==> src/rtl/sdram_loader_pkg.sv <==
// Shared constants for the SDRAM image path: framing markers, layer sizes,
// payload length and the SDRAM region base seen by the reader side.
package sdram_loader_pkg;

  localparam logic [31:0] START_MARK = 32'hF00B_F00B;
  localparam logic [31:0] STOP_MARK  = 32'hDEAD_F00B;

  localparam int IMSIZE  = 128;
  localparam int L0SIZE  = 2048;
  localparam int L1SIZE  = 256;
  localparam int L2SIZE  = 160;
  localparam int PAYLOAD = IMSIZE + L0SIZE + L1SIZE + L2SIZE;

  localparam logic [31:0] SDRAM_ADDR = 32'h0800_0000;

  // Width of the per-load byte counters; PAYLOAD must stay below 2**CNT_W.
  localparam int CNT_W = 12;

endpackage

==> src/rtl/sdram_loader_marker_match.sv <==
// Four-byte shift window (oldest byte in the MSB) used for both framing markers.
// cand is the window as it would look with byte_in shifted in, so a marker is
// recognised in the same cycle its last byte is accepted.
module marker_match (
  input  logic        clk,
  input  logic        reset_n,
  input  logic        clear,
  input  logic        shift,
  input  logic [7:0]  byte_in,
  output logic [31:0] cand
);

  logic [31:0] window;

  assign cand = {window[23:0], byte_in};

  // NOTE: sequential state is updated with non-blocking assignments only, so
  // every flop samples pre-edge values regardless of process ordering.
  always_ff @(posedge clk or negedge reset_n) begin
    if (!reset_n)   window <= '0;
    else if (clear) window <= '0;
    else if (shift) window <= cand;
  end

endmodule

==> src/rtl/sdram_loader.sv <==
// Streams a framed image from a byte host into SDRAM over an Avalon write
// master: hunt for the start marker, write PAYLOAD bytes, check the trailer.
module sdram_loader
  import sdram_loader_pkg::*;
#(
  parameter int MASTER_ADDRESSWIDTH = 26,
  parameter int DATAWIDTH           = 8,
  parameter logic [MASTER_ADDRESSWIDTH-1:0] BASE_ADDR = SDRAM_ADDR[MASTER_ADDRESSWIDTH-1:0],
  parameter int PAYLOAD             = sdram_loader_pkg::PAYLOAD
) (
  input  logic                           clk,
  input  logic                           reset_n,
  input  logic                           s_valid,
  input  logic [7:0]                     s_data,
  output logic                           s_ready,
  output logic [MASTER_ADDRESSWIDTH-1:0] master_address,
  output logic [DATAWIDTH-1:0]           master_writedata,
  output logic                           master_write,
  output logic                           master_read,
  input  logic                           master_waitrequest,
  output logic                           busy,
  output logic                           load_done,
  output logic                           load_error,
  output logic [11:0]                    bytes_written
);

  typedef enum logic [1:0] {HUNT, LOAD, TRAIL, DRAIN} state_t;

  state_t            state, state_next;
  logic              wr_pending;
  logic [CNT_W-1:0]  byte_cnt;
  logic [31:0]       cand;
  logic              accept, retire;
  logic              start_hit, stop_hit;
  logic              last_payload, trail_full;
  logic              enter_load, trail_bad, drain_done, leaving;
  logic [CNT_W-1:0]  bw_after;

  assign accept       = s_valid && s_ready;
  assign retire       = wr_pending && !master_waitrequest;
  assign start_hit    = (cand == START_MARK);
  assign stop_hit     = (cand == STOP_MARK);
  assign last_payload = (byte_cnt == CNT_W'(PAYLOAD - 1));
  assign trail_full   = (byte_cnt == CNT_W'(3));

  assign leaving      = (state_next != state);
  assign enter_load   = (state == HUNT)  && (state_next == LOAD);
  assign trail_bad    = (state == TRAIL) && (state_next == HUNT);
  assign drain_done   = (state == DRAIN) && (state_next == HUNT);

  // A byte accepted while the previous write retires lands one address further on.
  assign bw_after     = bytes_written + CNT_W'(retire);

  assign master_write = wr_pending;
  assign master_read  = 1'b0;

  marker_match u_marker (
    .clk     (clk),
    .reset_n (reset_n),
    .clear   (leaving),
    .shift   (accept && (state == HUNT || state == TRAIL)),
    .byte_in (s_data),
    .cand    (cand)
  );

  always_ff @(posedge clk or negedge reset_n) begin
    if (!reset_n) state <= HUNT;
    else          state <= state_next;
  end

  // NOTE: every combinational output gets a default before the case so no
  // path leaves it unassigned and no latch is inferred.
  always_comb begin
    state_next = state;
    case (state)
      HUNT:  if (accept && start_hit)    state_next = LOAD;
      LOAD:  if (accept && last_payload) state_next = TRAIL;
      TRAIL: if (accept && trail_full)   state_next = stop_hit ? DRAIN : HUNT;
      DRAIN: if (!wr_pending)            state_next = HUNT;
      default:                           state_next = HUNT;
    endcase
  end

  always_comb begin
    s_ready = 1'b0;
    busy    = 1'b1;
    case (state)
      HUNT:    begin s_ready = 1'b1; busy = 1'b0; end
      LOAD:    s_ready = !wr_pending || !master_waitrequest;
      TRAIL:   s_ready = 1'b1;
      DRAIN:   s_ready = 1'b0;
      default: s_ready = 1'b0;
    endcase
  end

  always_ff @(posedge clk or negedge reset_n) begin
    if (!reset_n) begin
      wr_pending       <= 1'b0;
      master_address   <= BASE_ADDR;
      master_writedata <= '0;
      byte_cnt         <= '0;
      bytes_written    <= '0;
      load_done        <= 1'b0;
      load_error       <= 1'b0;
    end else begin
      // Address and data only change on acceptance, so they hold during stalls.
      if (accept && state == LOAD) begin
        wr_pending       <= 1'b1;
        master_address   <= BASE_ADDR + MASTER_ADDRESSWIDTH'(bw_after);
        master_writedata <= DATAWIDTH'(s_data);
      end else if (retire) begin
        wr_pending <= 1'b0;
      end

      if (enter_load)  bytes_written <= '0;
      else if (retire) bytes_written <= bw_after;

      if (leaving)
        byte_cnt <= '0;
      else if (accept && (state == LOAD || state == TRAIL))
        byte_cnt <= byte_cnt + CNT_W'(1);

      if (enter_load) begin
        load_done  <= 1'b0;
        load_error <= 1'b0;
      end
      if (trail_bad)  load_error <= 1'b1;
      if (drain_done) load_done  <= 1'b1;
    end
  end

endmodule

==> config.mk <==
export PLATFORM = sky130hd
export DESIGN_NAME = sdram_loader
export DESIGN_NICKNAME = d
export VERILOG_FILES = /design/src/rtl/sdram_loader_pkg.sv /design/src/rtl/sdram_loader_marker_match.sv /design/src/rtl/sdram_loader.sv
export SDC_FILE = /design/constraint.sdc
export NUM_CORES = 1
export LEC_CHECK = 0
export BUFFER_PORTS_ARGS = -buffer_cell sky130_fd_sc_hd__buf_2
export CORE_MARGIN = 3
export CORE_UTILIZATION = 45
export CTS_CLUSTER_DIAMETER = 30
export CTS_CLUSTER_SIZE = 10
export DETAILED_ROUTE_END_ITERATION = 8
export GPL_ROUTABILITY_DRIVEN = 0
export PLACE_DENSITY = 0.68
export REMOVE_ABC_BUFFERS = 1
export SYNTH_ARGS = -nofsm -noshare
export SYNTH_HDL_FRONTEND = slang
export SYNTH_SLANG_ARGS = --single-unit
==> constraint.sdc <==
create_clock -name clk -period 2.7 [get_ports clk]
set_input_delay 0.135 -clock clk [delete_from_list [all_inputs] [get_ports clk]]
set_output_delay 0.135 -clock clk [all_outputs]
set_load 0.01 [all_outputs]
After elaboration in Yosys (flattened, before gate mapping) --
Cells that the tools add are included. Widths: inputs -> output; s select.
Cells by class: $add $sub $neg 2, eq/ne operators 9, mux-type cells 19, reduce and logical (&&, ||, !) cells 25
Operator list (count):
- $eq 32x32->1 const B | 2
- $mux 12 | 4
- $mux 24 | 2
- $add 12x1->12 | 1
- $add 12x1->12 const B | 1
- $eq 12x12->1 const B | 1
- $eq 12x2->1 const B | 1
- $reduce_bool 2->1 | 6
- $logic_and 1x1->1 | 11
- $mux 2 | 5
- $pmux 2 s4 | 1
- $mux 1 | 6
- $eq 2x1->1 const B | 2
- $eq 2x2->1 const B | 2
- $logic_not 2->1 | 2
- $logic_or 1x1->1 | 3
- $pmux 1 s3 | 1
- $logic_not 1->1 | 2
- $ne 2x2->1 | 1
- $reduce_or 2->1 | 1
Storage, ports and cells: register bits 73, input port bits 12, output and inout bits 52

Depth between registers and ports, before layout --
Gate-level depths: netlist of the first run.
depth in word-level cells 11, gate-level depth with buffers 11, depth with buffers taken out 10

Hierarchy --
From an unflattened synthesis of the first run, not the netlist that was laid out.
Unflattened totals: cell total of the unflattened synthesis 372, area, all modules 3873.7 sq um
By module, submodules not included:
- sdram_loader | instances 1, cells each 287, area an instance 2824.0 sq um, sequential area each 1226.2 sq um
- marker_match | instances 1, cells each 85, area an instance 1049.8 sq um, sequential area each 600.6 sq um

Worst setup path after synthesis of the first run --
OpenSTA, ideal clock, no wires.
path kind register -> register, start register state[0], end register u_marker.window[10], data arrival time 2543 ps, required time 2599 ps, path slack 56 ps, stages on the path, launching flop included 12, buffers on the path 3, clock period less this slack 2644 ps, cells stage by stage dfrtp_1 > inv_1 > ha_1 > or2_1 > buf_6 > o211ai_4 > nor4_2 > o221a_2 > and3_4 > buf_6 > buf_6 > nor4_1
Between the ends: cells in the longest elaborated chain, start to end 9, elaborated cells between the ends (all ways) 20
RTL lines:
- start, declared | line sdram_loader.sv:29 | state_t state, state_next;
- start signal, assigned | line sdram_loader.sv:68 | else state <= state_next;
- $eq 2x2->1 or $logic_not 2->1 (tied branches) | line sdram_loader.sv:61, sdram_loader.sv:75, sdram_loader.sv:87
- $reduce_or 2->1 (no source line)
- $pmux 1 s3 | line sdram_loader.sv:87 | case (state)
- $logic_and 1x1->1 | line sdram_loader.sv:39 | assign accept = s_valid && s_ready;
- $logic_and 1x1->1 (on tied branches) | line sdram_loader.sv:78, sdram_loader.sv:76, sdram_loader.sv:77
- $mux 2 (on tied branches) | line sdram_loader.sv:78, sdram_loader.sv:76, sdram_loader.sv:77
- $pmux 2 s4 | line sdram_loader.sv:75 | case (state)
- $ne 2x2->1 | line sdram_loader.sv:46 | assign leaving = (state_next != state);
- $mux 24 or $reduce_bool 2->1 (tied branches)
- end signal, assigned | line sdram_loader_marker_match.sv:22 | else if (shift) window <= cand;
- end, declared | line sdram_loader_marker_match.sv:13 | logic [31:0] window;
Several ways; a longest one is shown, not always the timed one. A chain may end at the register's enable or synchronous reset.

Final worst setup path of the first run --
start register state[0], end register u_marker.window[9]
The elaborated chain is that of the path after synthesis.

==> out/qor.txt, run 1 <==
=====================================================================================
Final core utilization .................................................        0.550
Remaining routing DRC violations .......................................            0
Nets@finish ............................................................          491
Source of the worst hold timing path ...................................    s_data[0]
Top-area cell type share of the netlist area ...........................        0.441
Share of the yosys chip area belonging to registers ....................        0.441
Synthesized-area fraction occupied by xor and xnor cells ...............       0.0655
Ant. Diodes ............................................................            0
Post-synth ARST share ..................................................         1.00
Dominant synthesized flop cell .........................................      dfrtp_1
Adder and majority gate portion of the synthesized area ................       0.0211
Outcome ................................................................ finished clean
Share of cell area taken by muxes after synthesis ......................       0.0951
Via Count ..............................................................         3383
Critical path's largest stage delay ....................................      0.41 ns
P_sw ...................................................................     0.830 mW
Io pins ................................................................           64
Capture point of the worst reg-to-reg path ............................. u_marker.window[9]
Number of antenna violations at the first check in global routing ......            0
Max VDD drop ...........................................................     0.273 mV
Setup violation total in the final timing report .......................            0
Sequence of cells on the critical path ................................. buf_4, ha_1, nand3_2, o211ai_4, nor4_4, o221a_2, a211oi_4, buf_6, clkbuf_16, nor4_1
Final Max Slew Viols ...................................................            0
Count of cells along the worst register-to-register path ...............           10
Arrival time of data at the critical path endpoint .....................      2.85 ns
Total congestion overflow ..............................................            0
Core Region ............................................................  0.00885 mm²
Stages on the worst setup path .........................................           10
Fraction of layout cells with a size suffix above 1 ....................        0.304
Wire length of the first global-routing pass ...........................     15500 µm
Clock-pin slew on the worst setup and hold paths .......................      0.08 ns
Avg Inst Size Synth ....................................................     10.1 µm²
Worst Setup Start Kind .................................................     register
Row Count ..............................................................           34
Clock skew after layout ................................................    0.0106 ns
Residual antenna-violating net count after detailed routing ............            0
Yosys cell types .......................................................           49
Kind of end point of the critical path .................................     register
Worst hold slack .......................................................    0.0452 ns
Number of flops mapped to enable cells by yosys ........................            0
Buffers & Inverters on Critical Path ...................................            3
Final cell count without fillers .......................................          585
Max Cap Viol ...........................................................            0
End of the worst hold path ............................................. master_writedata[0]
Wire per inst ..........................................................      17.1 µm
Non-Filler Cell Area, Final ............................................  0.00487 mm²
Htree depth ............................................................            3
Complex-gate fraction of the synthesized area ..........................       0.0616
Post-synth top area cell ...............................................      dfrtp_1
Least-Margin Pin Slew ..................................................     0.910 ns
Period utilisation layout ..............................................        0.970
Max-slew headroom ......................................................        0.393
TritonCTS clock tree ...................................................        built
Cell type of the slowest stage on the worst timing path ................      dfrtp_1
Clock Tree Buf Depth ...................................................            2
Maximum number of pins on one net before global-route repair ...........           74
Maximum fanout encountered on the critical timing path .................            6
Min-delay worst type ...................................................       in2reg
Clock latency of the later-clocked register in the worst-skew pair .....      0.35 ns
Fraction of power consumed by sequential logic .........................        0.462
Hold-critical path depth ...............................................            2
Number of buffers inserted by port buffering ...........................           48
DPL Wire Length ........................................................      6200 µm
Clock net sink count ...................................................           73
#FFs+latches synth .....................................................           73
Die H ..................................................................       102 µm
Total leakage power ....................................................      2.24 nW
Required arrival time at the worst endpoint ............................      2.94 ns
Crit path time final ...................................................      2.62 ns
Launch instance of the worst register-to-register path .................     state[0]
Synthesis-to-finish area growth ........................................        17.5%
Fmax ...................................................................      382 MHz
Simple-Gate Fraction of Synth Area .....................................        0.239
Die width ..............................................................       102 µm
Total negative slack for setup checks ..................................         0 ns
Number of global-route vias before repair ..............................         3166
Portion of total power attributed to the clock network .................        0.349
Final Routed Wirelength ................................................      9990 µm
Area after detailed placement ..........................................  0.00450 mm²
Starting density of the core ...........................................        0.468
Number of hold violations in the final report ..........................            0
Routed vias/inst .......................................................         5.78
Logic gate share of total power ........................................        0.189
Design internal power ..................................................      2.04 mW
Router iterations before antenna repair ................................            4
Area of the mapped netlist .............................................  0.00414 mm²
Overall track demand over capacity in global routing ...................        0.186
Critical path start-end classification .................................      reg2reg
Most frequent standard cell in the layout excluding fill and tap cells .      dfrtp_1
Starting DRC count in detailed routing .................................          245
TritonCTS Buffers ......................................................            9
Top cell family by delay on the critical path .......................... simple AND/OR/NAND/NOR gates
Yosys warning count ....................................................            0
Share of total power consumed by net switching .........................        0.289
Power per Cell Area ....................................................   590 mW/mm²
Commonest cells after routing, fill and taps aside ..................... dfrtp_1, buf_2, nand3_1
Root buffer cell .......................................................     clkbuf_8
Largest family of logic cells by synthesized area ...................... simple AND/OR/NAND/NOR gates
Synthesized instance count .............................................          410
Top cells by area, synth ............................................... dfrtp_1, mux2_2, nor4_1, nand3_1, xor2_1
Die ar. ................................................................   0.0104 mm²
Reg-to-reg slack, setup ................................................      0.08 ns
# placed instances .....................................................          560
=====================================================================================
[registers in the layout (all words and copies together) (netlist names)]
name and cells:
u_marker.window 24, bytes_written 12, load_error 1, byte_cnt 12, master_writedata 8, load_done 1, master_write 1, state 2
master_address 12
[synthesized netlist by cell type, types with 7 or more instances]
master / instances
buf_6: 8
nor3_1: 9
nand3_1: 42
buf_4: 15
nor4_1: 38
xor2_1: 19
nor2_1: 30
xnor2_1: 12
buf_2: 7
a21oi_1: 16
inv_1: 9
nand4_1: 8
clkbuf_1: 10
nand2_1: 28
ha_1: 7
dfrtp_1: 73
mux2_2: 35
[metal layers]
layer | share of wire | wire length [µm] | global-route usage | vias to the layer above
li1 | - | - | - | 1596
met1 | 0.46 | 4560 | 0.259 | 1662
met2 | 0.47 | 4710 | 0.291 | 104
met3 | 0.053 | 529 | 0.0362 | 21
met4 | 0.019 | 193 | 0.0676 | 0
met5 | 0 | 0 | 0 | -
[kinds of logic (layout without fill, tap and decap cells)]
group	count (synthesis)	after routing
compound gates	33	33
xor+xnor	31	31
fa+ha+maj	7	7
buf+inv	50	102
flops	73	73
mux	35	35
other cells	1	15
simple gates	180	181
[how the worst max path moves through the flow]
stage                         from                  end
after floorplan           state[0]          byte_cnt[0]
after global placement    state[0]   u_marker.window[3]
after detailed placement  state[0]  u_marker.window[18]
after CTS                 state[0]  u_marker.window[19]
after global routing      state[0]   u_marker.window[9]
final                     state[0]   u_marker.window[9]
[through the flow]
stage	total power, mW	setup slack, ns
global route	3.01	-0.0880
global placement	1.85	0.212
floorplan	1.67	-0.285
detailed placement	1.87	0.123
finish	2.87	0.0809
CTS	2.88	0.0829
[layout make-up]
class / count / area [µm²]
multi-input cells: 302 / 2110
clock buffers: 11 / 151
flip-flops and latches: 73 / 1830
inverters: 10 / 37.5
clock inverters: 5 / 86.3
well taps: 108 / 135
repair buffers: 76 / 522
fillers: 744 / 3980
[repair_timing]
action,in CTS,in global routing
resized for setup,0,8
setup endpoints to repair,0,36
hold endpoints to repair,73,0
setup buffers,0,4
hold buffers,1,0
[power by group through the flow]
stage          logic (mW)  clock network, mW  registers [mW]
2_1_floorplan       0.297                  0            1.37
3_3_place_gp        0.507                  0            1.35
3_5_place_dp        0.523                  0            1.35
4_1_cts             0.527               1.02            1.33
5_1_grt             0.607               1.06            1.35
6_report            0.542               1.00            1.33
(Power assumes the default switching activity.)
==> run 2, diff against run 1 <==
CORE_MARGIN = 2   (was 3)
==> run 2 against run 1 <==
- setup slack improved by 0.035 ns
- highest routed layer unchanged
- global-route usage rose by 1.1 points
- clock skew rose by 0.0036 ns
- largest power group unchanged
- core utilization fell by 2.7 points
- fmax rose by 1.3%
- cell area fell by 2.6%
- via count fell by 1.9%
==> out/qor.txt, run 2 (synthesized netlist as in run 1, its figures left out) <==
=====================================================================================
Outcome ................................................................ finished clean
Die ar. ................................................................  0.00999 mm²
Area after detailed placement ..........................................  0.00448 mm²
Die width ..............................................................       100 µm
Nets@finish ............................................................          484
Remaining routing DRC violations .......................................            0
TritonCTS clock tree ...................................................        built
Most frequent standard cell in the layout excluding fill and tap cells .      dfrtp_1
Overall track demand over capacity in global routing ...................        0.197
Final Max Slew Viols ...................................................            0
Total leakage power ....................................................      2.18 nW
Clock Tree Buf Depth ...................................................            2
Fraction of layout cells with a size suffix above 1 ....................        0.291
Wire length of the first global-routing pass ...........................     15700 µm
Kind of end point of the critical path .................................     register
Final core utilization .................................................        0.523
Number of global-route vias before repair ..............................         3160
Maximum fanout encountered on the critical timing path .................           36
Commonest cells after routing, fill and taps aside ..................... dfrtp_1, buf_2, nand3_1
Fraction of power consumed by sequential logic .........................        0.489
Clock latency of the later-clocked register in the worst-skew pair .....      0.36 ns
Clock skew after layout ................................................    0.0143 ns
Min-delay worst type ...................................................       in2reg
Number of antenna violations at the first check in global routing ......            0
Synthesis-to-finish area growth ........................................        14.4%
Residual antenna-violating net count after detailed routing ............            0
Least-Margin Pin Slew ..................................................     0.601 ns
Worst Setup Start Kind .................................................     register
Fmax ...................................................................      387 MHz
Non-Filler Cell Area, Final ............................................  0.00474 mm²
Crit path time final ...................................................      2.58 ns
Sequence of cells on the critical path ................................. inv_1, ha_1, or2_1, o211ai_4, nor4_4, o221a_4, a211oi_4, buf_12, nor4_1
Max Cap Viol ...........................................................            0
Period utilisation layout ..............................................        0.957
P_sw ...................................................................     0.833 mW
Top register by number of flip-flops ................................... u_marker.window
Total power ............................................................      2.72 mW
Share of total power consumed by net switching .........................        0.306
Final Routed Wirelength ................................................      9390 µm
Final cell count without fillers .......................................          581
Max VDD drop ...........................................................     0.289 mV
Number of buffers inserted by port buffering ...........................           48
Cell type of the slowest stage on the worst timing path ................      dfrtp_1
Starting DRC count in detailed routing .................................          245
# placed instances .....................................................          562
Multi-input gate area ..................................................  0.00212 mm²
Register area ..........................................................  0.00183 mm²
Required arrival time at the worst endpoint ............................      2.92 ns
Maximum number of pins on one net before global-route repair ...........           37
Design internal power ..................................................      1.89 mW
Row Count ..............................................................           35
Router iterations before antenna repair ................................            4
Starting density of the core ...........................................        0.457
Setup violation total in the final timing report .......................            0
Count of fill cells added during filler insertion ......................          840
Number of hold violations in the final report ..........................            0
Max-slew headroom ......................................................        0.599
Core Region ............................................................  0.00906 mm²
Htree depth ............................................................            3
Via Count ..............................................................         3320
Root buffer cell .......................................................     clkbuf_8
DPL Wire Length ........................................................      6070 µm
Clock-pin slew on the worst setup and hold paths .......................      0.09 ns
Logic gate share of total power ........................................        0.195
Worst hold slack .......................................................    0.0389 ns
Critical path's largest stage delay ....................................      0.43 ns
Clock net sink count ...................................................           73
Io pins ................................................................           64
Reg-to-reg slack, setup ................................................      0.12 ns
Die H ..................................................................       100 µm
Wire per inst ..........................................................      16.2 µm
TritonCTS Buffers ......................................................            9
Power per Cell Area ....................................................   574 mW/mm²
Critical path start-end classification .................................      reg2reg
Total congestion overflow ..............................................            0
Ant. Diodes ............................................................            0
Max reg flops ..........................................................           24
Arrival time of data at the critical path endpoint .....................      2.81 ns
Portion of total power attributed to the clock network .................        0.315
Routed vias/inst .......................................................         5.71
=====================================================================================
-- run 2: path summary, 6_finish.rpt --
kind                                   start  cells after the start                   to
setup / recovery                    state[0]                      9         byte_cnt[11]
hold / removal                     s_data[0]                      2  master_writedata[0]
setup reg to reg                    state[0]                      9         byte_cnt[11]
hold reg to reg            master_address[1]                      1    master_address[1]
max in group asynchronous            reset_n                      3             state[1]
min in group asynchronous            reset_n                      2          byte_cnt[7]
-- run 2: critical path, delay by kind of cell, from the launching register on --
kind	cells	cell delay [ns]
compound gates	3	0.94
fa+ha+maj	1	0.22
buf+inv	2	0.33
flops	1	0.43
simple gates	3	0.50
-- run 2: timing repair --
item / CTS / global route
endpoints found under the setup margin: 36 / 38
buffers inserted: 0 / 1
hold buffers: 1 / 0
gates cloned: 1 / 0
endpoints found under the hold margin: 25 / 0
pin swaps: 1 / 2
resized for setup: 2 / 6
-- run 2: area by class of cell --
class	count	area share
Inverter	10	0.00792
Sequential cell	73	0.386
Multi-Input combinational cell	302	0.446
Tap cell	111	0.0293
Timing Repair Buffer	69	0.0898
Clock buffer	10	0.0269
Clock inverter	6	0.0140
-- run 2: layer usage --
metal,vias to the layer above,track usage,wire length [µm]
met1,1638,0.268,4150
met2,87,0.313,4600
met4,0,0.0653,117
met3,15,0.0453,516
li1,1580,-,-
met5,-,0,0
-- run 2: power by group through the flow --
stage,Combinational (mW),Sequential (mW),Clock (mW)
global placement,0.506,1.34,0
floorplan,0.297,1.37,0
detailed placement,0.521,1.35,0
CTS,0.532,1.33,0.886
finish,0.532,1.33,0.858
global route,0.607,1.35,0.935
-- run 2: metrics by stage --
step	setup TNS (ns)	setup WS, ns
2_1_floorplan	-11.92	-0.285
3_3_place_gp	0	0.129
3_5_place_dp	-0.0862	-0.0138
4_1_cts	0	0.0154
5_1_grt	-0.0386	-0.0106
6_report	0	0.115
